## src/rtl/stg1if_pkg.sv

```systemverilog
// stg1if_pkg -- shared definitions for the instruction-fetch stage.
//
// Holds the address/data sizes (mirroring the SIZE_/HBIT_ ADDR/DATA
// macros used across the pipeline), the bubble instruction INSTR_NOP
// that the downstream IF/ID latch also resets to, the fetch FSM state
// encoding, the debug view of that FSM, and a PC-advance helper.
package stg1if_pkg;

    localparam int SIZE_ADDR = 16;
    localparam int SIZE_DATA = 32;
    localparam int HBIT_ADDR = SIZE_ADDR - 1;
    localparam int HBIT_DATA = SIZE_DATA - 1;

    // Bubble word: all zeros, identical to stg2id's reset value.
    localparam logic [HBIT_DATA:0] INSTR_NOP = '0;

    // S_RUN : normal fetching.
    // S_DROP: an old request is still in flight after a redirect; its
    //         response is thrown away before fetching from r_target.
    typedef enum logic {
        S_RUN  = 1'b0,
        S_DROP = 1'b1
    } state_t;

    typedef struct packed {
        state_t     state;
        logic [1:0] count;
    } dbg_t;

    // Advance a fetch PC; the sum is truncated so all-ones wraps to 0.
    function automatic logic [HBIT_ADDR:0] pc_next(input logic [HBIT_ADDR:0] pc,
                                                   input int step);
        logic [HBIT_ADDR:0] inc;
        inc = step[HBIT_ADDR:0];
        return pc + inc;
    endfunction

endpackage

```

## src/rtl/stg1if_if.sv

```systemverilog
// stg1if_if -- bus bundle of the instruction-fetch stage.
//
// Groups the instruction-memory port and the presented-instruction
// outputs that feed stg2id.
//   master : the fetch stage (drives req/addr and pc/instr/valid)
//   slave  : memory + downstream side (drives ack/data)
//
// Handshake: ow_imem_req rises with ow_imem_addr and both stay stable
// until the cycle in which iw_imem_ack is 1; iw_imem_data is valid only
// in that cycle and ack is ignored while req is 0. At most one request
// is outstanding. ow_valid marks ow_pc/ow_instr as a real instruction;
// the downstream takes it in any cycle without a stall.
interface stg1if_if;
    import stg1if_pkg::*;

    logic               ow_imem_req;
    logic [HBIT_ADDR:0] ow_imem_addr;
    logic               iw_imem_ack;
    logic [HBIT_DATA:0] iw_imem_data;
    logic [HBIT_ADDR:0] ow_pc;
    logic [HBIT_DATA:0] ow_instr;
    logic               ow_valid;

    modport master (
        output ow_imem_req,
        output ow_imem_addr,
        input  iw_imem_ack,
        input  iw_imem_data,
        output ow_pc,
        output ow_instr,
        output ow_valid
    );

    modport slave (
        input  ow_imem_req,
        input  ow_imem_addr,
        output iw_imem_ack,
        output iw_imem_data,
        input  ow_pc,
        input  ow_instr,
        input  ow_valid
    );

endinterface

```

## src/rtl/stg1if_fifo.sv

```systemverilog
// stg1if_fifo -- 2-entry {pc, instr} fetch buffer.
//
// Ports:
//   iw_clk, iw_rst        clock, asynchronous active-high reset
//   iw_push, iw_pc/instr  write one entry
//   iw_pop                drop the head entry (ignored when empty)
//   iw_flush              empty the buffer; beats push and pop
//   ow_count              occupancy 0..2
//   ow_head_pc/instr      head entry (undefined contents when empty)
module stg1if_fifo
    import stg1if_pkg::*;
(
    input  logic               iw_clk,
    input  logic               iw_rst,
    input  logic               iw_push,
    input  logic               iw_pop,
    input  logic               iw_flush,
    input  logic [HBIT_ADDR:0] iw_pc,
    input  logic [HBIT_DATA:0] iw_instr,
    output logic [1:0]         ow_count,
    output logic [HBIT_ADDR:0] ow_head_pc,
    output logic [HBIT_DATA:0] ow_head_instr
);

    logic [HBIT_ADDR:0] r_mem_pc    [2];
    logic [HBIT_DATA:0] r_mem_instr [2];
    logic               r_rd_ptr;
    logic               r_wr_ptr;
    logic [1:0]         r_count;
    logic               w_do_pop;
    logic               w_do_push;

    assign w_do_pop  = iw_pop && (r_count != 2'd0) && !iw_flush;
    // A push into a full buffer is only accepted when a pop frees a slot.
    assign w_do_push = iw_push && ((r_count != 2'd2) || w_do_pop) && !iw_flush;

    always_ff @(posedge iw_clk or posedge iw_rst) begin
        if (iw_rst) begin
            r_rd_ptr <= 1'b0;
            r_wr_ptr <= 1'b0;
            r_count  <= 2'd0;
        end else if (iw_flush) begin
            r_rd_ptr <= 1'b0;
            r_wr_ptr <= 1'b0;
            r_count  <= 2'd0;
        end else begin
            if (w_do_push) r_wr_ptr <= ~r_wr_ptr;
            if (w_do_pop)  r_rd_ptr <= ~r_rd_ptr;
            case ({w_do_push, w_do_pop})
                2'b10:   r_count <= r_count + 2'd1;
                2'b01:   r_count <= r_count - 2'd1;
                default: r_count <= r_count;
            endcase
        end
    end

    // Storage carries no reset; occupancy alone says what is meaningful.
    always_ff @(posedge iw_clk) begin
        if (w_do_push) begin
            r_mem_pc[r_wr_ptr]    <= iw_pc;
            r_mem_instr[r_wr_ptr] <= iw_instr;
        end
    end

    assign ow_count      = r_count;
    assign ow_head_pc    = r_mem_pc[r_rd_ptr];
    assign ow_head_instr = r_mem_instr[r_rd_ptr];

endmodule

```

## src/rtl/stg1if.sv

```systemverilog
// stg1if -- instruction-fetch stage.
//
// Holds the fetch PC, drives a single-outstanding req/ack instruction
// memory port, and buffers up to two fetched words ahead of the IF/ID
// latch. Branch redirects flush the buffer; a request already in flight
// when a redirect arrives is completed and its data discarded (S_DROP).
//
// Ports:
//   iw_clk, iw_rst   clock, asynchronous active-high reset
//   iw_stall         downstream does not accept this cycle
//   iw_redirect      one-cycle branch/jump pulse, target in iw_redirect_pc
//   port             stg1if_if master: imem req/addr/ack/data and the
//                    presented ow_pc/ow_instr/ow_valid
//   ow_dbg           FSM state and buffer occupancy
module stg1if
    import stg1if_pkg::*;
#(
    parameter logic [HBIT_ADDR:0] RESET_PC = '0,
    parameter int                 PC_STEP  = 1
) (
    input  logic               iw_clk,
    input  logic               iw_rst,
    input  logic               iw_stall,
    input  logic               iw_redirect,
    input  logic [HBIT_ADDR:0] iw_redirect_pc,
    stg1if_if.master           port,
    output dbg_t               ow_dbg
);

    state_t             r_state;
    logic [HBIT_ADDR:0] r_fetch_pc;
    logic [HBIT_ADDR:0] r_target;

    logic [1:0]         w_count;
    logic [HBIT_ADDR:0] w_head_pc;
    logic [HBIT_DATA:0] w_head_instr;
    logic               w_req;
    logic               w_ack;
    logic               w_push;
    logic               w_pop;
    logic               w_valid;

    // Stable by construction: count only rises on an ack, and flush/pop
    // only lower it, so a raised req cannot fall before its ack.
    assign w_req   = !iw_rst && ((r_state == S_DROP) || (w_count != 2'd2));
    assign w_ack   = w_req && port.iw_imem_ack;
    assign w_push  = (r_state == S_RUN) && w_ack && !iw_redirect;
    assign w_pop   = !iw_stall && !iw_redirect;
    assign w_valid = (w_count != 2'd0);

    stg1if_fifo u_fifo (
        .iw_clk        (iw_clk),
        .iw_rst        (iw_rst),
        .iw_push       (w_push),
        .iw_pop        (w_pop),
        .iw_flush      (iw_redirect),
        .iw_pc         (r_fetch_pc),
        .iw_instr      (port.iw_imem_data),
        .ow_count      (w_count),
        .ow_head_pc    (w_head_pc),
        .ow_head_instr (w_head_instr)
    );

    always_ff @(posedge iw_clk or posedge iw_rst) begin
        if (iw_rst) begin
            r_state    <= S_RUN;
            r_fetch_pc <= RESET_PC;
            r_target   <= RESET_PC;
        end else begin
            case (r_state)
                S_RUN: begin
                    if (iw_redirect) begin
                        if (w_req && !w_ack) begin
                            // Old request still pending: remember the
                            // target and wait for its response to drop it.
                            r_target <= iw_redirect_pc;
                            r_state  <= S_DROP;
                        end else begin
                            r_fetch_pc <= iw_redirect_pc;
                        end
                    end else if (w_ack) begin
                        r_fetch_pc <= pc_next(r_fetch_pc, PC_STEP);
                    end
                end
                S_DROP: begin
                    if (w_ack) begin
                        // A redirect landing with the ack is newer than r_target.
                        r_fetch_pc <= iw_redirect ? iw_redirect_pc : r_target;
                        r_state    <= S_RUN;
                    end else if (iw_redirect) begin
                        r_target <= iw_redirect_pc;
                    end
                end
                default: r_state <= S_RUN;
            endcase
        end
    end

    assign port.ow_imem_req  = w_req;
    assign port.ow_imem_addr = r_fetch_pc;
    assign port.ow_valid     = w_valid;
    assign port.ow_pc        = w_valid ? w_head_pc : '0;
    assign port.ow_instr     = w_valid ? w_head_instr : INSTR_NOP;

    assign ow_dbg.state = r_state;
    assign ow_dbg.count = w_count;

endmodule

```

## src/flat_wrapper.sv

```systemverilog
// flat-port wrapper written by rule: the top's interface ports become plain ports
module stg1if_flat import stg1if_pkg::*;
#(
    parameter logic [HBIT_ADDR:0] RESET_PC = '0,
    parameter int                 PC_STEP  = 1
)
  (iw_clk, iw_rst, iw_stall, iw_redirect, iw_redirect_pc, ow_dbg, port_ow_imem_req, port_ow_imem_addr, port_iw_imem_ack, port_iw_imem_data, port_ow_pc, port_ow_instr, port_ow_valid);
  stg1if_if port_i ();
  input  logic iw_clk;
  input  logic iw_rst;
  input  logic iw_stall;
  input  logic iw_redirect;
  input  logic [HBIT_ADDR:0] iw_redirect_pc;
  output dbg_t ow_dbg;
  output wire logic [$bits(port_i.ow_imem_req)-1:0] port_ow_imem_req;
  output wire logic [$bits(port_i.ow_imem_addr)-1:0] port_ow_imem_addr;
  input wire logic [$bits(port_i.iw_imem_ack)-1:0] port_iw_imem_ack;
  input wire logic [$bits(port_i.iw_imem_data)-1:0] port_iw_imem_data;
  output wire logic [$bits(port_i.ow_pc)-1:0] port_ow_pc;
  output wire logic [$bits(port_i.ow_instr)-1:0] port_ow_instr;
  output wire logic [$bits(port_i.ow_valid)-1:0] port_ow_valid;
  assign port_ow_imem_req = port_i.ow_imem_req;
  assign port_ow_imem_addr = port_i.ow_imem_addr;
  assign port_i.iw_imem_ack = port_iw_imem_ack;
  assign port_i.iw_imem_data = port_iw_imem_data;
  assign port_ow_pc = port_i.ow_pc;
  assign port_ow_instr = port_i.ow_instr;
  assign port_ow_valid = port_i.ow_valid;
  stg1if #(.RESET_PC(RESET_PC), .PC_STEP(PC_STEP)) u_core (.iw_clk(iw_clk), .iw_rst(iw_rst), .iw_stall(iw_stall), .iw_redirect(iw_redirect), .iw_redirect_pc(iw_redirect_pc), .port(port_i), .ow_dbg(ow_dbg));
endmodule
```

## config.mk

```make
export PLATFORM = sky130hd
export DESIGN_NAME = stg1if_flat
export DESIGN_NICKNAME = d
export VERILOG_FILES = /design/src/rtl/stg1if_pkg.sv /design/src/rtl/stg1if_if.sv /design/src/rtl/stg1if_fifo.sv /design/src/rtl/stg1if.sv /design/src/flat_wrapper.sv
export SDC_FILE = /design/constraint.sdc
export NUM_CORES = 1
export LEC_CHECK = 0
export ABC_CLOCK_PERIOD_IN_PS = 9900
export CORE_MARGIN = 3
export CORE_UTILIZATION = 55
export DETAILED_ROUTE_END_ITERATION = 10
export PLACE_DENSITY = 0.94
export SETUP_SLACK_MARGIN = 0.3
export SLEW_MARGIN = 10
export SYNTH_ARGS = -nofsm -noshare
export SYNTH_HDL_FRONTEND = slang
export SYNTH_SLANG_ARGS = --single-unit
```

## constraint.sdc

```tcl
create_clock -name iw_clk -period 9.9 [get_ports iw_clk]
set_input_delay 1.485 -clock iw_clk [delete_from_list [all_inputs] [get_ports iw_clk]]
set_output_delay 1.485 -clock iw_clk [all_outputs]
set_load 0.03 [all_outputs]
```

# Word level (Yosys, flattened, before mapping)
# Memory sizes are Yosys's and may differ from the RTL's.
# Cells that the tools add are included.
# op_classes
n_addsub	3
n_eq_ne	9
mux	24
bitwise_logic	3
reduce_logical	22
# op_table
cell	count
$mux W16	9
$pmux W16 S2	2
$mux W32	1
$add A16 B1 Y16 const B	1
$logic_and A1 B1 Y1	10
$ne A2 B2 Y1 const B	5
$mux W1	9
$reduce_and A3 Y1	2
$reduce_bool A2 Y1	3
$logic_not A1 Y1	4
$pmux W2 S2	1
$ne A3 B2 Y1 const B	1
$ne A3 B3 Y1 const B	1
$not A1 Y1	3
$reduce_bool A3 Y1	1
$add A2 B1 Y2 const B	1
$eq A2 B1 Y1 const B	1
$eq A2 B2 Y1 const B	1
$logic_or A1 B1 Y1	2
$mux W2	1
$pmux W1 S2	1
$sub A2 B1 Y2 const B	1
# totals
register_bits	37
mem_bits_rw	96
input_bits	53
wordCells	69
mem_count	2
# mem_list
name	depth	word_bits	read_ports	rd_clocked_by_memory_dff	write_ports	line_no	source
u_core.u_fifo.r_mem_instr	2	32	1	0	1	stg1if_fifo.sv:26	logic [HBIT_DATA:0] r_mem_instr [2];
u_core.u_fifo.r_mem_pc	2	16	1	0	1	stg1if_fifo.sv:25	logic [HBIT_ADDR:0] r_mem_pc [2];

# Logic depth before layout (Yosys ltp)
# Gate-level depths: netlist of the first run.
# logic_depth
ltp_word	11
depth_mapped	6

# Modules after synthesis
# From an unflattened synthesis of the first run, not the netlist that was laid out.
# unflattened
hier_cells	435
area_unflattened_um2	6074.6
# by_module_without_submodules
module	n_inst	cells_per_inst	area_each_um2
stg1if_fifo	1	177	3701.0
stg1if	1	258	2373.5

# Least setup slack after synthesis of the first run
# OpenSTA, ideal clock, no wires.
# synth_timing
path_type	input to register
from	input port iw_rst
to	memory u_core.u_fifo.r_mem_instr[0][0] (netlist bit) (enable)
setup_ns	0.513
arrival_time_ns	5.489
slack_ns	3.897
path_stages	5
n_path_buf	2
path_cell_list	nand2b_4 > or2_1 > buf_2 > buf_2 > nor3_1
# synth_between
elab_chain_len	9
# synth_rtl
element	line_no	source
start, declared	flat_wrapper.sv:10	input logic iw_rst;
$logic_not A1 Y1 (no line)	-	
$logic_and A1 B1 Y1	stg1if.sv:45	assign w_req = !iw_rst && ((r_state == S_DROP) || (w_count != 2'd2));
$logic_and A1 B1 Y1	stg1if.sv:46	assign w_ack = w_req && port.iw_imem_ack;
$logic_and A1 B1 Y1 (2 in a row)	stg1if.sv:47	assign w_push = (r_state == S_RUN) && w_ack && !iw_redirect;
$logic_and A1 B1 Y1 (2 in a row)	stg1if_fifo.sv:35	assign w_do_push = iw_push && ((r_count != 2'd2) || w_do_pop) && !iw_flush;
$mux W1	stg1if_fifo.sv:59	if (w_do_push) begin
$mux W1 (implied by the code)	stg1if_fifo.sv:61	r_mem_instr[r_wr_ptr] <= iw_instr;
end, declared	stg1if_fifo.sv:26	
# No other way between the ends.

# Final worst setup path of the first run
# layout_timing
from	input port iw_rst
to	output port port_ow_imem_req
# layout_between
elab_chain_len	2
# layout_rtl
element	line_no	source
$logic_not A1 Y1 (no line)	-	
$logic_and A1 B1 Y1	stg1if.sv:45	
end, declared	flat_wrapper.sv:15	output wire logic [$bits(port_i.ow_imem_req)-1:0] port_ow_imem_req;
# No other way between the ends.

==> results of run 1 <==
## cells in the mapped netlist (2+ instances only)
master / count / area share
buf_6: 3 / 0.0058
a41oi_1: 3 / 0.0045
a31oi_1: 9 / 0.0097
a22o_1: 6 / 0.0090
and3_1: 6 / 0.0065
inv_1: 13 / 0.0084
o21ai_0: 8 / 0.0069
mux2_2: 7 / 0.014
nor2_1: 62 / 0.040
mux2_4: 10 / 0.026
dfrtp_1: 37 / 0.16
nand3_1: 7 / 0.0060
a22oi_1: 7 / 0.0090
o22ai_1: 7 / 0.0075
o2bb2ai_1: 2 / 0.0030
nand4_1: 3 / 0.0032
edfxtp_1: 96 / 0.50
nor2b_1: 2 / 0.0022
nand2_1: 17 / 0.011
and4_1: 3 / 0.0045
and2_1: 4 / 0.0043
mux2i_1: 50 / 0.086
o41a_1: 2 / 0.0039
nor3_1: 2 / 0.0017
clkbuf_1: 12 / 0.0078
a21oi_1: 10 / 0.0086
buf_2: 11 / 0.0095
o211ai_1: 6 / 0.0078
## cells by family (layout without fill, tap and decap cells)
logic type | after synthesis | count (layout) | synth area share
flip-flops | 133 | 133 | 0.655
AO/OA/AOI/OAI | 70 | 70 | 0.0851
AND/OR/NAND/NOR | 116 | 116 | 0.0954
adder cells (fa/ha/maj) | 1 | 1 | 0.00215
multiplexers | 67 | 67 | 0.126
buffers and inverters | 41 | 170 | 0.0334
XOR/XNOR | 2 | 2 | 0.00302
## cell type report
cell class / count / share of cell area
inverter: 13 / 0.00635
tap: 133 / 0.0217
timing repair buffer: 125 / 0.162
clock buffer: 18 / 0.0544
clock inverter: 14 / 0.0231
multi-input combinational: 256 / 0.237
sequential: 133 / 0.496
## stage by stage
stage	total power [uW]	std cells	setup slack (ps)	util
floorplan	840	430	3900	-
global placement	937	660	5590	0.709
detailed placement	947	660	5570	0.709
CTS	1570	692	5550	0.768
global route	1610	692	5430	0.768
finish	1560	692	5570	0.768
## per-layer routing
layer / vias to the layer above / wire (um)
li1: 1839 / -
met1: 1948 / 5060
met2: 246 / 6110
met3: 39 / 1260
met4: 0 / 355
met5: - / 0
## sequential cells by signal, summed over array words and instances (netlist names)
signal / count
u_core.port.ow_imem_addr: 16
u_core.r_state: 1
u_core.r_target: 16
u_core.u_fifo.ow_count: 2
u_core.u_fifo.r_mem_instr: 64
u_core.u_fifo.r_mem_pc: 32
u_core.u_fifo.r_rd_ptr: 1
u_core.u_fifo.r_wr_ptr: 1
## worst paths after layout
check	startpoint	to	slack, ps	cells after the start
setup / recovery	iw_rst	port_ow_imem_req	5570	3
max in group asynchronous	iw_rst	u_core.u_fifo.r_rd_ptr	8050	3
hold reg to reg	u_core.r_target[10]	u_core.r_target[10]	510	1
setup reg to reg	u_core.r_state	u_core.u_fifo.r_mem_pc[1][6]	6940	2
hold / removal	u_core.r_target[10]	u_core.r_target[10]	510	1
min in group asynchronous	iw_rst	u_core.u_fifo.ow_count[0]	1500	3
## where the power goes
group          total (uW)  switching [uW]  internal (uW)
Clock                 619             233            386
Combinational         245             133            112
Sequential            697            51.1            646
## critical path, cell delays in order
cell and delay (ps):
clkdlybuf4s50_1 490, nor2_1 180, clkdlybuf4s50_1 690
==> impl_metrics.json, run 1 <==
{
  "grt_pass1_vias": 4018,
  "final.fill_count": 607,
  "wl_per_cell_um": 18.5,
  "top_usage_layer": "met2",
  "crit_required_ps": 8420,
  "dr.pass1.iters": 5,
  "clkTransAtPathRegs_ps": 60,
  "fin_skew_ps": 9.76,
  "finalSetupViolations": 0,
  "netlist_instances": 430,
  "tightest_slew_ps": 1120,
  "drive_gt1_frac": 0.111,
  "grt_pass1_wl_um": 20000,
  "grtUsageMet2": 0.368,
  "start_util": 0.581,
  "leakagePower_uw": 0.00272,
  "cap_violations": 0,
  "cts-resized-gates": 0,
  "cts_tree": "built",
  "yosysSeqAreaShare": 0.655,
  "post_cts_buffers": 0,
  "grt_use_met1": 0.282,
  "power_density_mw_per_mm2": 203,
  "multi_input_area_mm2": 0.00182,
  "grt_max_degree": 52,
  "netlist_area_mm2": 0.00581,
  "routed_wl_um": 12800,
  "critical_path_arrival_ps": 2850,
  "ys_types": 53,
  "crit_path_start_kind": "primary input",
  "seq_area_mm2": 0.00381,
  "cts_made_buffers": 17,
  "final_area_mm2": 0.00768,
  "clockBufferDepth": 2,
  "h-tree-depth": 4,
  "maxSlewViolCount": 0,
  "max-vdd-ir-drop_mv": 0.141,
  "fmax_mhz": 231,
  "cts_root_buffer": "clkbuf_8",
  "synth_edf_count": 96,
  "area_growth_pct": 32.2,
  "placed_area_mm2": 0.00709,
  "die_h_um": 109,
  "die_area_mm2": 0.0118,
  "rsz0062_at_grt": "false",
  "hold_violations": 0,
  "die_x_um": 109,
  "relSlewSlack": 0.254,
  "critPathCaptureType": "output pin",
  "via_count": 4072,
  "hold_buffers": 0,
  "drc": 0,
  "globalplace.congestion": 0.835,
  "ant_nets": 0,
  "antenna_found_initial": 0,
  "boundaryPins": 122,
  "rows": 36,
  "overflow": 0,
  "status": "finished, final reports clean",
  "layout.nets": 600,
  "syn-num-nets": 484,
  "grt_use_total": 0.226,
  "fin_tns_setup_ps": 0,
  "period_share": 0.438,
  "syn_area_per_cell_um2": 13.5,
  "core_mm2": 0.0100,
  "mostFrequentLayoutCell": "clkdlybuf4s50_1",
  "yosys_warnings": 0,
  "critPathKind": "primary input to output pin",
  "port_buffers": 121,
  "insertion_delay_ps": 520,
  "finalCriticalPeriod_ps": 4330,
  "whs_ps": 512,
  "hpwl_um": 8220,
  "hold_path.class": "flip-flop to flip-flop",
  "mostFrequentLayoutCells": "121 x clkdlybuf4s50_1, 96 x edfxtp_1, 61 x nor2_1, 50 x mux2i_1, 36 x dfrtp_1",
  "use_met3": 0.0628,
  "antennaDiodeCount": 0,
  "worstPathMaxFanout": 5,
  "avgViaCountPerCell": 5.88,
  "drtIter0Drc": 329,
  "synth_top_flop_cell": "edfxtp_1",
  "async_flop_share": 0.278,
  "cts_num_sinks": 133,
  "ys_ff_latch": 133
}
No activity file was read; power rests on OpenSTA's default activity.
==> run 2, diff against run 1 <==
--- a/config.mk
+++ b/config.mk
@@ -5,11 +5,11 @@
 export SDC_FILE = /design/constraint.sdc
 export NUM_CORES = 1
 export LEC_CHECK = 0
-export ABC_CLOCK_PERIOD_IN_PS = 9900
+export ABC_CLOCK_PERIOD_IN_PS = 4400
 export CORE_MARGIN = 3
-export CORE_UTILIZATION = 55
+export CORE_UTILIZATION = 51
 export DETAILED_ROUTE_END_ITERATION = 10
-export PLACE_DENSITY = 0.94
+export PLACE_DENSITY = 0.89
 export SETUP_SLACK_MARGIN = 0.3
 export SLEW_MARGIN = 10
 export SYNTH_ARGS = -nofsm -noshare
==> constraint.sdc (replaced) <==
create_clock -name iw_clk -period 4.4 [get_ports iw_clk]
set_input_delay 0.66 -clock iw_clk [delete_from_list [all_inputs] [get_ports iw_clk]]
set_output_delay 0.66 -clock iw_clk [all_outputs]
set_load 0.03 [all_outputs]
==> run 2 against run 1 <==
  * First-iteration DRC count rose by 59%
  * Die area rose by 7.4%
  * Critical endpoint is now port_ow_instr[23]
  * Hold slack got worse by 5.3 ps
  * Register-to-register slack got worse by 5200 ps
  * Critical path depth rose by 1
==> impl_metrics.json, run 2 (synthesis results as in run 1) <==
{
  "final.fill_count": 711,
  "overflow": 0,
  "critical_path_arrival_ps": 2770,
  "hold_buffers": 0,
  "drtIter0Drc": 523,
  "grt_pass1_vias": 3967,
  "hold_path.class": "flip-flop to flip-flop",
  "boundaryPins": 122,
  "relSlewSlack": 0.240,
  "cts_num_sinks": 133,
  "largest_reg_flops": 64,
  "max-vdd-ir-drop_mv": 0.287,
  "mostFrequentLayoutCells": "121 x clkdlybuf4s50_1, 96 x edfxtp_1, 61 x nor2_1, 50 x mux2i_1, 36 x dfrtp_1",
  "maxSlewViolCount": 0,
  "cts_root_buffer": "clkbuf_16",
  "wl_per_cell_um": 18.6,
  "finish.utilization": 0.701,
  "h-tree-depth": 4,
  "grt_pass1_wl_um": 20500,
  "clkTransAtPathRegs_ps": 60,
  "reg2reg_from": "u_core.r_state",
  "period_share": 0.780,
  "cts_made_buffers": 17,
  "crit_path_start_kind": "flip-flop",
  "start_util": 0.529,
  "avgViaCountPerCell": 5.75,
  "grt_use_total": 0.208,
  "fmax_mhz": 291,
  "cap_violations": 0,
  "layout.nets": 601,
  "insertion_delay_ps": 410,
  "mostFrequentLayoutCell": "clkdlybuf4s50_1",
  "antennaDiodeCount": 0,
  "die_area_mm2": 0.0127,
  "post_cts_buffers": 0,
  "hold_start": "u_core.r_target[10]",
  "rsz0062_at_grt": "false",
  "core_mm2": 0.0110,
  "routed_wl_um": 13000,
  "clockBufferDepth": 2,
  "dr.pass1.iters": 6,
  "rows": 38,
  "die_h_um": 113,
  "ant_nets": 0,
  "die_x_um": 113,
  "grt_max_degree": 52,
  "via_count": 4024,
  "critPathCaptureType": "output pin",
  "leakagePower_uw": 0.00272,
  "final_area_mm2": 0.00770,
  "status": "finished, final reports clean",
  "hpwl_um": 8480,
  "largestRegisters": "u_core.u_fifo.r_mem_instr: 64 flops, u_core.u_fifo.r_mem_pc: 32 flops",
  "critPathLaunch": "u_core.u_fifo.r_rd_ptr",
  "placed_area_mm2": 0.00711,
  "globalplace.congestion": 0.817,
  "power_density_mw_per_mm2": 457,
  "critPathKind": "flip-flop to output pin",
  "fin_tns_setup_ps": 0,
  "cts_tree": "built",
  "crit_required_ps": 3740,
  "area_growth_pct": 32.6,
  "cts-resized-gates": 0,
  "drc": 0,
  "finalSetupViolations": 0,
  "port_buffers": 121,
  "worstPathMaxFanout": 28,
  "hold_violations": 0,
  "fin_skew_ps": 7.07,
  "power_uw": 3520,
  "whs_ps": 507,
  "drive_gt1_frac": 0.114,
  "largest_register": "u_core.u_fifo.r_mem_instr",
  "antenna_found_initial": 0,
  "finalCriticalPeriod_ps": 3430,
  "tightest_slew_ps": 1140
}
==> run 2: changes by cell type in the layout (fill, tap and decap cells not counted) <==
cell / before / now
buf_4: 4 / 5
bufinv_16: 3 / 2
clkbuf_16: 16 / 17
clkbuf_8: 1 / 0
clkinv_1: 1 / 0
clkinv_2: 1 / 0
clkinv_4: 5 / 1
clkinvlp_4: 2 / 3
inv_6: 1 / 7
nor3_2: 1 / 0
nor3_4: 0 / 1
==> run 2: worst max-delay path, cell delays in order, from the launching register on <==
cell	delay, ps
dfrtp_2	870
buf_4	490
mux2i_1	280
nor2_1	70
clkdlybuf4s50_1	640
==> run 2: path summary, 6_finish.rpt <==
path / end / slack (ps) / cells after the start
worst max-delay path: port_ow_instr[23] / 970 / 4
worst min-delay path: u_core.r_target[10] / 510 / 1
worst max register to register: u_core.u_fifo.r_mem_instr[0][5] / 1720 / 4
worst min register to register: u_core.r_target[10] / 510 / 1
max in group asynchronous: u_core.port.ow_imem_addr[6] / 2890 / 3
min in group asynchronous: u_core.port.ow_imem_addr[9] / 760 / 2
==> run 2: layout make-up <==
cell class / count / area, um2 / area share
clock inverters: 14 / 164 / 0.0213
multi-input cells: 256 / 1830 / 0.237
clock buffers: 18 / 429 / 0.0557
well taps: 140 / 175 / 0.0227
flip-flops and latches: 133 / 3810 / 0.495
repair buffers: 126 / 1250 / 0.162
inverters: 13 / 48.8 / 0.00633
==> run 2: stage by stage <==
step | cells | setup slack (ps)
finish | 700 | 969
global route | 700 | 809
CTS | 700 | 924
detailed placement | 668 | 1350
global placement | 668 | 1420
floorplan | 430 | 710
==> run 2: report_power, final <==
group / leakage, uW / internal, uW / switching (uW)
registers: 0.00132 / 1450 / 119
clock network: 0.000281 / 851 / 549
logic: 0.00112 / 253 / 297
total: 0.00272 / 2560 / 965
==> run 2: layer usage <==
layer	global-route usage	up-vias	part of all wire
met3	0.0610	29	0.098
met4	0.0513	0	0.014
met5	0	-	0
li1	-	1843	-
met2	0.339	241	0.49
met1	0.279	1911	0.40
